===== config.mk =====
export PLATFORM = sky130hd
export DESIGN_NAME = eq_lock_tracker
export DESIGN_NICKNAME = d
export VERILOG_FILES = /design/src/rtl/eq_lock_tracker.sv
export SDC_FILE = /design/constraint.sdc
export NUM_CORES = 1
export LEC_CHECK = 0
export BUFFER_PORTS_ARGS = -buffer_cell sky130_fd_sc_hd__buf_2
export CAP_MARGIN = 30
export CORE_MARGIN = 4
export CORE_UTILIZATION = 40
export CTS_CLUSTER_DIAMETER = 120
export CTS_CLUSTER_SIZE = 14
export DETAILED_ROUTE_END_ITERATION = 10
export PLACE_DENSITY = 0.59
export SLEW_MARGIN = 10
export SYNTH_ARGS = -nofsm -noshare
export SYNTH_HDL_FRONTEND = slang
export SYNTH_SLANG_ARGS = --single-unit

===== constraint.sdc =====
create_clock -name clk -period 2.3 [get_ports clk]
set_input_delay 0.23 -clock clk [delete_from_list [all_inputs] [get_ports clk]]
set_output_delay 0.23 -clock clk [all_outputs]
set_load 0.01 [all_outputs]

===== src/rtl/eq_lock_tracker.sv =====
// eq_lock_tracker: debounces the registered equality flag from the comparator
// stage into a lock indication with hysteresis. It also produces one-cycle
// lock/unlock event pulses and keeps saturating statistics counters.
module eq_lock_tracker #(
  parameter int LOCK_CNT   = 4,
  parameter int UNLOCK_CNT = 2,
  parameter int CNT_W      = 8
) (
  input  logic             clk,
  input  logic             reset,
  input  logic             eq_w,
  input  logic             enable,
  input  logic             clear,
  output logic             locked,
  output logic             lock_evt,
  output logic             unlock_evt,
  output logic [1:0]       state,
  output logic [CNT_W-1:0] match_cnt,
  output logic [CNT_W-1:0] lock_cnt
);

  typedef enum logic [1:0] {
    SEARCH  = 2'b00,
    ACQUIRE = 2'b01,
    LOCKED  = 2'b10,
    HOLD    = 2'b11
  } stateT;

  // Thresholds are widened by one bit so that run+1 / miss+1 cannot wrap
  // before the comparison.
  localparam logic [8:0] LockTarget   = 9'(LOCK_CNT);
  localparam logic [8:0] UnlockTarget = 9'(UNLOCK_CNT);

  stateT            state_q, state_d;
  logic [7:0]       run_q, run_d;
  logic [7:0]       miss_q, miss_d;
  logic             locked_q, locked_d;
  logic             lockEvt_q, lockEvt_d;
  logic             unlockEvt_q, unlockEvt_d;
  logic [CNT_W-1:0] matchCnt_q, matchCnt_d;
  logic [CNT_W-1:0] lockCnt_q, lockCnt_d;

  logic [8:0] runNext;
  logic [8:0] missNext;

  assign runNext  = {1'b0, run_q} + 9'd1;
  assign missNext = {1'b0, miss_q} + 9'd1;

  // State register plus all registered outputs; reset clears everything at
  // once, so a reset exit from lock never produces an unlock event.
  always_ff @(posedge clk or posedge reset) begin
    if (reset) begin
      state_q     <= SEARCH;
      run_q       <= '0;
      miss_q      <= '0;
      locked_q    <= 1'b0;
      lockEvt_q   <= 1'b0;
      unlockEvt_q <= 1'b0;
      matchCnt_q  <= '0;
      lockCnt_q   <= '0;
    end else begin
      state_q     <= state_d;
      run_q       <= run_d;
      miss_q      <= miss_d;
      locked_q    <= locked_d;
      lockEvt_q   <= lockEvt_d;
      unlockEvt_q <= unlockEvt_d;
      matchCnt_q  <= matchCnt_d;
      lockCnt_q   <= lockCnt_d;
    end
  end

  // Next-state logic: run/miss restart on every state change, and dropping
  // enable forces the tracker back to SEARCH from anywhere.
  always_comb begin
    state_d = state_q;
    run_d   = run_q;
    miss_d  = miss_q;
    if (!enable) begin
      state_d = SEARCH;
      run_d   = '0;
      miss_d  = '0;
    end else begin
      unique case (state_q)
        SEARCH: begin
          if (eq_w) begin
            state_d = ACQUIRE;
            run_d   = 8'd1;
            miss_d  = '0;
          end
        end
        ACQUIRE: begin
          if (eq_w) begin
            if (runNext == LockTarget) begin
              state_d = LOCKED;
              run_d   = '0;
              miss_d  = '0;
            end else begin
              run_d = runNext[7:0];
            end
          end else begin
            state_d = SEARCH;
            run_d   = '0;
            miss_d  = '0;
          end
        end
        LOCKED: begin
          if (!eq_w) begin
            state_d = HOLD;
            run_d   = '0;
            miss_d  = 8'd1;
          end
        end
        HOLD: begin
          if (eq_w) begin
            state_d = LOCKED;
            run_d   = '0;
            miss_d  = '0;
          end else if (missNext == UnlockTarget) begin
            state_d = SEARCH;
            run_d   = '0;
            miss_d  = '0;
          end else begin
            miss_d = missNext[7:0];
          end
        end
        default: begin
          state_d = SEARCH;
          run_d   = '0;
          miss_d  = '0;
        end
      endcase
    end
  end

  // Output logic: events come from the transition being taken, and the
  // statistics counters saturate, with clear taking priority over increments.
  always_comb begin
    locked_d    = (state_d == LOCKED) || (state_d == HOLD);
    lockEvt_d   = (state_q == ACQUIRE) && (state_d == LOCKED);
    unlockEvt_d = ((state_q == LOCKED) || (state_q == HOLD)) && (state_d == SEARCH);

    matchCnt_d = matchCnt_q;
    lockCnt_d  = lockCnt_q;
    if (clear) begin
      matchCnt_d = '0;
      lockCnt_d  = '0;
    end else begin
      if (enable && eq_w && (matchCnt_q != {CNT_W{1'b1}})) begin
        matchCnt_d = matchCnt_q + 1'b1;
      end
      if (lockEvt_d && (lockCnt_q != {CNT_W{1'b1}})) begin
        lockCnt_d = lockCnt_q + 1'b1;
      end
    end
  end

  assign state      = state_q;
  assign locked     = locked_q;
  assign lock_evt   = lockEvt_q;
  assign unlock_evt = unlockEvt_q;
  assign match_cnt  = matchCnt_q;
  assign lock_cnt   = lockCnt_q;

endmodule


# Word-level counts from Yosys, hierarchy flattened
# Index checks and enable logic that the tools add are counted.
dict set report totals {
  reg_bits 37
  inputBits 5
  wordCells 66
}
dict set report op_classes {
  add_sub_neg 4
  n_eq_ne 13
  muxes 28
  reduce_logical 13
}
# cell count
set ops {}
lappend ops {{8-bit two-way mux} 18}
lappend ops {{8-bit one-hot mux with 4 select lines} 2}
lappend ops {{8-bit by 1-bit adder with 9-bit output, second input constant} 2}
lappend ops {{8-bit by 1-bit adder with 8-bit output, second input constant} 2}
lappend ops {{8-bit inequality test, second input constant} 2}
lappend ops {{2-bit two-way mux} 7}
lappend ops {{9-bit by 2-bit == test with 1-bit output, second input constant} 1}
lappend ops {{9-bit by 3-bit == test with 1-bit output, second input constant} 1}
lappend ops {{2-bit == test, second input constant} 4}
lappend ops {{4-bit inequality test, second input constant} 2}
lappend ops {{2-bit one-hot mux with 4 select lines} 1}
lappend ops {{3-bit inequality test, second input constant} 2}
lappend ops {{3-bit AND reduction} 2}
lappend ops {{1-bit logical AND} 5}
lappend ops {{2-bit logical NOT} 2}
lappend ops {{2-bit nonzero test} 2}
lappend ops {{2-bit by 1-bit == test with 1-bit output, second input constant} 1}
lappend ops {{1-bit logical OR} 2}

# Depth between registers and ports, before layout
dict set report logic_depth {
  word_depth 11
  mapped_depth 8
}

# Worst setup path before layout
# OpenSTA, ideal clock, no wires.
dict set report synth_timing {
  path_type {reg2reg}
  startpoint {register miss_q[0]}
  endpoint {register run_q[5]}
  arrival_ns 1.779
  required_ns 2.156
  slack_ns 0.376
  path_stages_with_launch 9
  period_less_slack_ns 1.924
  cell_sequence {dfrtp_1 ha_1 clkbuf_1 nand2_1 nor4b_1 o22ai_2 o21ai_2 buf_6 a41oi_1}
}
dict set report synth_between {
  elab_chain_len 4
}
# item line_no
set synth_lines {}
lappend synth_lines {{start: declaration} 36} ;# logic [7:0] miss_q, miss_d;
lappend synth_lines {{start signal: assignment} 64} ;# miss_q <= miss_d;
lappend synth_lines {{8-bit by 1-bit adder with 9-bit output} 47} ;# assign missNext = {1'b0, miss_q} + 9'd1;
lappend synth_lines {{9-bit by 2-bit == test with 1-bit output} 119} ;# end else if (missNext == UnlockTarget) begin
lappend synth_lines {{4-bit inequality test (no line)} n/a}
lappend synth_lines {{3-bit AND reduction (no line)} n/a}
lappend synth_lines {{end signal: assignment} 63} ;# run_q <= run_d;
lappend synth_lines {{end: declaration} 35} ;# logic [7:0] run_q, run_d;
# No other way between the ends.
# A chain may end at the register's enable or synchronous reset.

# Final worst setup path
dict set report layout_timing {
  startpoint {register miss_q[1]}
  endpoint {register run_q[5]}
}
# Same word-level chain as after synthesis.

==> impl_metrics.json <==
{
  "status": "completed",
  "worst_setup_path_end_kind": "flop",
  "grtUsageMet2_pct": 23.3,
  "synth_async_sr_flop_share_pct": 100,
  "total_setup_violations_reported_at_the_end_of_the_flow": 0,
  "grt_overflow_total": 0,
  "worstMarginPinSlew_ns": 0.485,
  "firstDrtPassIters": 4,
  "netlist_top_cells_count": "37 x sky130_fd_sc_hd__dfrtp_1, 26 x sky130_fd_sc_hd__nor2_1, 23 x sky130_fd_sc_hd__nand2_1, 14 x sky130_fd_sc_hd__o21ai_0, 13 x sky130_fd_sc_hd__inv_1",
  "global_route_wire_length_before_repair_um": 8780,
  "ys_dominant_reg_cell": "sky130_fd_sc_hd__dfrtp_1",
  "floorplan.initialDensity_pct": 41.0,
  "crit_path_max_incr_delay_ns": 0.46,
  "synth.net_count": 252,
  "critical_path_arrival_ns": 2.23,
  "syn-mean-instance-area_sq_um": 9.28,
  "setup_repair_after_global_routing_missed_its_margin": "false",
  "worst_setup_path_start_kind": "flop",
  "cp_data_required_time_ns": 2.45,
  "routedWlPerCell_um": 14.1,
  "number_of_top_level_pins": 26,
  "grtUsageMet1_pct": 21.4,
  "cts_hold_repair.buffers": 0,
  "hold_removal_path_class": "in -> async",
  "core_region_area_sq_um": 5470,
  "finalPower_mw": 1.33,
  "route.detailed.vias_per_inst": 5.40,
  "cts_post_setup_buffers_inserted": 0,
  "place.detailed.hpwl_um": 3370,
  "antenna_violating_nets_left": 0,
  "final-max-slew-violation-count": 0,
  "grt_pass1_vias": 1860,
  "cts-buffers-inserted": 5,
  "netlist.area_leader.share_pct": 41.2,
  "critPathBufInv": 1,
  "worst_clock_skew_ns": 0.00888,
  "ys_ff_latch": 37,
  "hold_slack_ns": 0.0424,
  "finalHoldViolCount": 0,
  "vdd_ir_drop_max_mv": 0.246,
  "yosys-top-cells-area": "sky130_fd_sc_hd__dfrtp_1 41%, sky130_fd_sc_hd__nor2_1 4.3%, sky130_fd_sc_hd__xnor2_1 3.9%, sky130_fd_sc_hd__nand2_1 3.8%, sky130_fd_sc_hd__o21ai_0 3.1%",
  "power_density_relative_to_cell_area_nw_per_um2": 521,
  "final_core_utilization_pct": 46.6,
  "area.growth.synth_to_final_pct": 13.5,
  "cts_tree": "yes",
  "cellLeakagePower_nw": 1.12,
  "final_period_minus_worst_setup_slack_ns": 2.07,
  "dp_cells": 333,
  "first_iter_violations": 162,
  "groute.usage.overall_pct": 15.2,
  "cell_area_after_synthesis_sq_um": 2240,
  "final_net_count": 278,
  "busiest_layer_in_global_routing": "met2",
  "rows": 27,
  "cts-root-buf": "sky130_fd_sc_hd__clkbuf_8",
  "post_route_cells_drive_above_1_share_pct": 19.0,
  "worstPathCellList": "ha_1, nand2_1, nor4b_1, o22ai_2, o21ai_2, buf_4, a41oi_1",
  "critPathMaxFanout": 10,
  "antenna_found_initial": 0,
  "cap_viol_max_count": 0,
  "max_freq_ghz": 0.482,
  "yosysWarnings": 0,
  "synth_cell_types": 61,
  "gp_routability_congestion": 0.760,
  "rr_startpoint": "miss_q[1]$_DFFE_PP0P_",
  "cts.sinks": 37,
  "setup.reg_to_reg.worst_slack_ns": 0.23,
  "finalSetupTns_ns": 0,
  "diodes": 0,
  "drc": 0,
  "cts_max_level": 2,
  "route.vias.total": 1841,
  "reg2reg_end": "run_q[5]$_DFFE_PP0P_",
  "global_route.usage.met3_pct": 3.47,
  "design.die.area_sq_um": 6870,
  "post-synth-top-area-cell": "sky130_fd_sc_hd__dfrtp_1",
  "fin_crit_share_pct": 90.2,
  "postCtsResizedCells": 0,
  "port_buffers": 25,
  "path_clk_slew_ns": 0.07,
  "routed_wirelength_um": 4820,
  "fillerInstances": 536,
  "floorplan.die.width_um": 82.9,
  "synth-edff-count": 0,
  "clkLatencyLatePin_ns": 0.29,
  "worst_path_dominant_cell_family": "compound AO/OA/AOI/OAI gates",
  "stdcell_count": 341,
  "worstSetupPathType": "reg -> reg",
  "synth_instances": 242,
  "synth_most_common_cell": "sky130_fd_sc_hd__dfrtp_1",
  "relSlewSlack_pct": 67.7,
  "fp.dieH_um": 82.9,
  "grt_max_degree": 38,
  "ys_seq_area_share_pct": 41.2,
  "reg2reg_depth": 7,
  "cpMaxStageDelayCell": "sky130_fd_sc_hd__dfrtp_1",
  "clock_path_buffers": 2
}
==> sequential cells by signal, summed over array words and instances (netlist names) <==
register,count
match_cnt,8
lock_cnt,8
run_q,8
state,2
locked,1
miss_q,8
unlock_evt,1
lock_evt,1
==> power by group <==
group          leakage (nW)  internal, mW  switching (mW)
Combinational         0.543        0.0222          0.0523
Sequential            0.514         0.656         0.00820
Clock                0.0585         0.354           0.235
Total                  1.12          1.03           0.295
==> cell type report <==
class / instances / area, sq um / area share (%)
tap: 72 / 90.1 / 3.53
clock inverter: 1 / 30.0 / 1.18
inverter: 13 / 48.8 / 1.91
clock buffer: 7 / 86.3 / 3.39
multi-input combinational: 181 / 1200 / 47.3
timing repair buffer: 30 / 163 / 6.38
sequential: 37 / 926 / 36.3
==> cells by family (layout without fill, tap and decap cells) <==
group,after synthesis,count (layout),synth area share (%)
AOI/OAI and AO/OA,56,56,18.5
DFF,37,37,41.2
and+or+nand+nor,101,101,24.5
muxes,5,5,2.40
buffers and inverters,24,51,5.07
xor gates and xnor gates,14,14,5.46
adders and majority gates,5,5,2.79
==> stage by stage <==
step | cell area (sq um) | setup slack (ns)
floorplan | 2240 | 0.376
global placement | 2430 | 0.247
detailed placement | 2430 | 0.251
CTS | 2550 | 0.219
global route | 2550 | 0.0321
finish | 2550 | 0.225
==> worst max-delay path by stage <==
stage                                startpoint                   end  slack [ns]  cells past startpoint
after global placement    miss_q[1]$_DFFE_PP0P_  run_q[5]$_DFFE_PP0P_        0.25                      7
after global routing      miss_q[1]$_DFFE_PP0P_  run_q[5]$_DFFE_PP0P_        0.03                      7
after detailed placement  miss_q[1]$_DFFE_PP0P_  run_q[5]$_DFFE_PP0P_        0.25                      7
after floorplan           miss_q[0]$_DFFE_PP0P_  run_q[5]$_DFFE_PP0P_        0.38                      8
after CTS                 miss_q[1]$_DFFE_PP0P_  run_q[5]$_DFFE_PP0P_        0.22                      7
final                     miss_q[1]$_DFFE_PP0P_  run_q[5]$_DFFE_PP0P_        0.23                      7
==> worst reg2reg max path, cell delays in order (launching register included) <==
cell,delay [ns]
sky130_fd_sc_hd__dfrtp_1,0.46
sky130_fd_sc_hd__ha_1,0.34
sky130_fd_sc_hd__nand2_1,0.11
sky130_fd_sc_hd__nor4b_1,0.32
sky130_fd_sc_hd__o22ai_2,0.22
sky130_fd_sc_hd__o21ai_2,0.17
sky130_fd_sc_hd__buf_4,0.20
sky130_fd_sc_hd__a41oi_1,0.13
==> layer usage <==
layer | share of wire [%] | wire [um]
met1 | 49 | 2360
met2 | 45 | 2180
met3 | 4.9 | 235
met4 | 0.83 | 40
met5 | 0 | 0
==> layout by cell type (no fill, tap or decap), types with 2 or more instances in the layout <==
master / synthesis / final
sky130_fd_sc_hd__dfrtp_1: 37 / 37
sky130_fd_sc_hd__nor2_1: 26 / 26
sky130_fd_sc_hd__buf_2: 0 / 25
sky130_fd_sc_hd__nand2_1: 23 / 23
sky130_fd_sc_hd__o21ai_0: 14 / 14
sky130_fd_sc_hd__inv_1: 13 / 13
sky130_fd_sc_hd__nand3_1: 11 / 11
sky130_fd_sc_hd__xnor2_1: 10 / 10
sky130_fd_sc_hd__a21oi_1: 10 / 10
sky130_fd_sc_hd__nor3_1: 6 / 6
sky130_fd_sc_hd__clkbuf_8: 0 / 6
sky130_fd_sc_hd__a31oi_1: 5 / 5
sky130_fd_sc_hd__ha_1: 5 / 5
sky130_fd_sc_hd__buf_4: 3 / 5
sky130_fd_sc_hd__and3_1: 4 / 4
sky130_fd_sc_hd__nand4_1: 4 / 4
sky130_fd_sc_hd__nor2b_1: 4 / 4
sky130_fd_sc_hd__xor2_1: 4 / 4
sky130_fd_sc_hd__mux2_1: 3 / 3
sky130_fd_sc_hd__o41ai_1: 2 / 2
sky130_fd_sc_hd__or4_1: 2 / 2
sky130_fd_sc_hd__and2_1: 2 / 2
sky130_fd_sc_hd__mux2i_1: 2 / 2
sky130_fd_sc_hd__or3_1: 2 / 2
sky130_fd_sc_hd__nor4b_1: 2 / 2
sky130_fd_sc_hd__nand2b_1: 2 / 2
sky130_fd_sc_hd__o311ai_0: 2 / 2
sky130_fd_sc_hd__o21a_1: 2 / 2
sky130_fd_sc_hd__nand3b_1: 2 / 2
sky130_fd_sc_hd__a41oi_1: 2 / 2
sky130_fd_sc_hd__o22ai_1: 2 / 2
Note: power is estimated with default switching activity, not from simulation.
